### config.mk
export PLATFORM = sky130hd
export DESIGN_NAME = reg_file
export DESIGN_NICKNAME = d
export VERILOG_FILES = /design/src/rtl/reg_file.sv
export SDC_FILE = /design/constraint.sdc
export NUM_CORES = 2
export LEC_CHECK = 0
export CORE_ASPECT_RATIO = 1.1
export CORE_MARGIN = 2
export CORE_UTILIZATION = 40
export DETAILED_ROUTE_END_ITERATION = 8
export PLACE_DENSITY = 0.63
export RECOVER_POWER = 100
export SLEW_MARGIN = 10
export SYNTH_ARGS = -nofsm -noshare
export SYNTH_HDL_FRONTEND = slang
export SYNTH_SLANG_ARGS = --single-unit
### constraint.sdc
create_clock -name i_Clock -period 9.5 [get_ports i_Clock]
set_input_delay 2.85 -clock i_Clock [delete_from_list [all_inputs] [get_ports i_Clock]]
set_output_delay 2.85 -clock i_Clock [all_outputs]
set_load 0.05 [all_outputs]
### src/rtl/reg_file.sv
// ============================================================================
//  Module   : reg_file
//  Brief    : 32 x 64-bit RISC-V integer register file, 2 comb. read ports,
//             1 sync. write port with built-in ALU/load write-back mux.
//             Optional macro REGFILE_BYPASS_EN adds same-cycle write-through.
//  Revision : 1.0 - initial release
// ============================================================================
`default_nettype none

module reg_file #(
    parameter int DATA_WIDTH = 64,
    parameter int ADDR_WIDTH = 5
) (
    input  logic                  i_Clock,
    input  logic                  i_Reset,
    input  logic [ADDR_WIDTH-1:0] i_ReadReg1,
    input  logic [ADDR_WIDTH-1:0] i_ReadReg2,
    input  logic [ADDR_WIDTH-1:0] i_WriteReg,
    input  logic                  i_MemToReg,
    input  logic                  i_RegWrite,
    input  logic [DATA_WIDTH-1:0] i_ALUresult,
    input  logic [DATA_WIDTH-1:0] i_ReadData,
    output logic [DATA_WIDTH-1:0] o_Data1,
    output logic [DATA_WIDTH-1:0] o_Data2
);

    localparam int C_NREGS = 1 << ADDR_WIDTH;

    // x0 is hard-wired to zero, so storage starts at x1.
    logic [DATA_WIDTH-1:0] regs_q [1:C_NREGS-1];
    logic [DATA_WIDTH-1:0] regs_d [1:C_NREGS-1];
    logic [DATA_WIDTH-1:0] w_wdata;
    logic                  w_wr_en;

    assign w_wdata = i_MemToReg ? i_ReadData : i_ALUresult;
    assign w_wr_en = i_RegWrite && (i_WriteReg != '0);

    always_comb begin
        regs_d = regs_q;
        if (w_wr_en) begin
            regs_d[i_WriteReg] = w_wdata;
        end
    end

    always_ff @(posedge i_Clock) begin
        if (i_Reset) begin
            for (int i = 1; i < C_NREGS; i++) begin
                regs_q[i] <= '0;
            end
        end else begin
            regs_q <= regs_d;
        end
    end

    always_comb begin
        o_Data1 = '0;
        o_Data2 = '0;
        if (i_ReadReg1 != '0) begin
            o_Data1 = regs_q[i_ReadReg1];
        end
        if (i_ReadReg2 != '0) begin
            o_Data2 = regs_q[i_ReadReg2];
        end
`ifdef REGFILE_BYPASS_EN
        // Write-through: forward the value being written this cycle.
        if (w_wr_en && !i_Reset && (i_ReadReg1 == i_WriteReg)) begin
            o_Data1 = w_wdata;
        end
        if (w_wr_en && !i_Reset && (i_ReadReg2 == i_WriteReg)) begin
            o_Data2 = w_wdata;
        end
`endif
    end

endmodule

`default_nettype wire

==> metrics.json <==
{
  "run_status": "finished, violations left",
  "violations": "capacitance limit, slew limit",
  "synth_edf_count": 0,
  "cts_htree_levels": 4,
  "grt_pass1_vias": 79800,
  "numClockSinks": 1984,
  "n_fill_cell": 22800,
  "post_cts_hold_buffer_count": 0,
  "internal-power_mw": 13.9,
  "cts.repair_timing.setup_buffer_count": 0,
  "rsz0062_at_grt": "false",
  "placed_cells": 12300,
  "cts_inserted_buffers": 194,
  "power.ir.vdd_worst_mv": 0.222,
  "endpoint_kind": "output port",
  "sequential_cell_area_um2": 39700,
  "worstPathRequired_ns": 6.65,
  "holdCritPathClass": "flip-flop to flip-flop",
  "drt_first_pass_iters": 6,
  "num_io_pins": 275,
  "count_of_final_hold_check_violations": 0,
  "cap_viol_max_count": 104,
  "detail_route.drc_violations": 0,
  "timing.setup.tns_ns": 0,
  "die_h_um": 525,
  "start_util_pct": 40.1,
  "post_drt_via_cell_ratio": 6.55,
  "detailroute.via_count": 83200,
  "top_register": "regs_q",
  "antenna_found_initial": 13,
  "place.port_buffers": 274,
  "finish.cell_count_without_fillers": 12700,
  "synthesis.nets": 9905,
  "synth_flop_cell": "dfxtp_1",
  "synthDistinctLibCells": 57,
  "largest_buffer_count_on_any_clock_path": 3,
  "detail_route.iter0.violations": 10900,
  "ys_seq_elements": 1984,
  "critical_path_arrival_ns": 6.61,
  "final_area_um2": 110000,
  "max_reg_flops": 1984,
  "cts_repair_resizes": 0,
  "criticalPathCategory": "input port to output port",
  "core_region_area_um2": 246000,
  "globalRouteOverflowTotal": 0,
  "clk_pin_slew_worst_paths_ns": 0.06,
  "worstPathMaxFanout": 24,
  "totalWireLength_um": 381000,
  "grt_max_degree": 240,
  "seq_power_share_pct": 44.9,
  "floorplan.rows": 191,
  "worst_max_slew_pin_slew_ns": 6.32,
  "dp_hpwl_um": 212000,
  "mappedNetlistArea_um2": 98600,
  "commonest_non_fill_non_tap_cell_in_the_layout": "nor2_1",
  "top_regs": "regs_q (1984)",
  "finalSetupViolations": 0,
  "worst_clock_skew_ns": 0,
  "footprint_of_the_multi_input_gates_um2": 53800,
  "p_sw_mw": 5.03,
  "worst_slew_margin_rel_pct": -321,
  "seq_area_frac_synth_pct": 40.3,
  "cts_tree": "built",
  "power_density_nw_per_um2": 172,
  "worst_setup_path_start_kind": "input port",
  "asyncSetResetFlopFracSynth_pct": 0,
  "top_achievable_clock_speed_mhz": 106,
  "yosys-top-cells-area": "dfxtp_1 40%, mux4_2 18%, a211oi_1 15%",
  "leakage_nw": 34.6,
  "groute.usage.overall_pct": 29.1,
  "post-synth-top-area-fraction_pct": 40.3,
  "clk_root_buffer_cell": "clkbuf_16",
  "drive_above_1_share_pct": 17.6,
  "p_clk_share_pct": 43.7,
  "die_w_um": 477,
  "finalCriticalPeriod_ns": 9.46,
  "syn-instance-count": 9758,
  "detailed_place.area_um2": 105000,
  "area_growth_pct": 11.5,
  "detail_route.wl_per_cell_um": 30.0,
  "synthesis.yosys.warnings": 0,
  "layout.nets": 9394,
  "grt_pass1_wl_um": 550000,
  "share_comb_of_total_power_pct": 11.3,
  "routabilityCongestion": 0.852,
  "synth_area_leader_cell": "dfxtp_1",
  "die-area_um2": 251000,
  "sw_share_pct": 26.6,
  "later_pin_clock_latency_in_the_skew_report_ns": 0.86,
  "syn_avg_cell_area_um2": 10.1,
  "period_share_pct": 99.6,
  "layout.cells.most_common_list": "2028 x nor2_1, 1991 x a211oi_1, 1984 x dfxtp_1, 767 x mux4_2, 422 x mux2i_1",
  "route.antenna.remaining_nets": 0,
  "finalMaxSlewViolations": 5515
}
-- logic make-up after synthesis --
| logic type | synth area share, % |
|---|---|
| AND/OR/NAND/NOR | 9.56 |
| AO/OA/AOI/OAI | 20.5 |
| multiplexers | 24.0 |
| buffers and inverters | 5.65 |
| flip-flops | 40.3 |
-- synth_stat cells (all sizes together), types with 33 or more instances --
master / number
a211oi: 1991
a21oi: 160
a221oi: 89
a22o: 64
a31o: 37
buf: 505
clkbuf: 754
dfxtp: 1984
mux2: 165
mux2i: 454
mux4: 767
nand2: 195
nand2b: 47
nor2: 2047
o211ai: 35
o21ai: 43
o221ai: 33
o22ai: 93
o31ai: 38
-- metrics by stage --
step	worst slack (ns)	utilization, %	power [mW]	hold slack, ns
after floorplan	1.45	-	9.95	0.483
after global placement	0.557	42.6	10.8	0.492
after detailed placement	0.538	42.6	10.8	0.502
after CTS	0.528	45.4	19.0	0.510
after global routing	0.280	44.8	19.3	0.520
final	0.0408	44.8	18.9	0.511
-- critical path, cell delays in order --
cell	delay [ns]
clkbuf_2	0.89
buf_4	0.53
nand2_2	0.12
clkbuf_2	0.79
o22ai_1	0.49
or3_1	0.33
dlymetal6s2s_1	0.54
-- worst paths after layout --
path                      start           end  slack (ns)  cells past startpoint
setup / recovery  i_ReadReg2[3]   o_Data2[29]        0.04                      7
hold / removal      regs_q[605]   regs_q[605]        0.51                      2
setup reg to reg   regs_q[1367]  regs_q[1367]        8.49                      2
hold reg to reg     regs_q[605]   regs_q[605]        0.51                      2
-- layout make-up --
cell class | count | area share (%)
antenna | 3 | 0.00682
clock buffer | 286 | 5.30
clock inverter | 73 | 0.892
inverter | 8 | 0.0387
multi-input combinational | 6507 | 48.9
sequential | 1984 | 36.1
tap | 3281 | 3.73
timing repair buffer | 552 | 5.02
-- metal layers --
| metal | part of all wire, % | vias to the layer above | track usage [%] |
|---|---|---|---|
| met5 | 0.036 | - | 0 |
| met4 | 6.7 | 16 | 16.6 |
| met3 | 9.9 | 1149 | 5.10 |
| met2 | 45 | 4973 | 45.7 |
| met1 | 39 | 41100 | 37.8 |
| li1 | - | 36000 | - |
-- power by group through the flow --
stage,Clock [mW],Sequential [mW],Combinational (mW)
global route,8.63,8.52,2.20
global placement,0,8.68,2.12
CTS,8.32,8.50,2.14
floorplan,0,8.66,1.29
finish,8.28,8.51,2.15
detailed placement,0,8.69,2.14
Note: power is estimated with default switching activity, not from simulation.
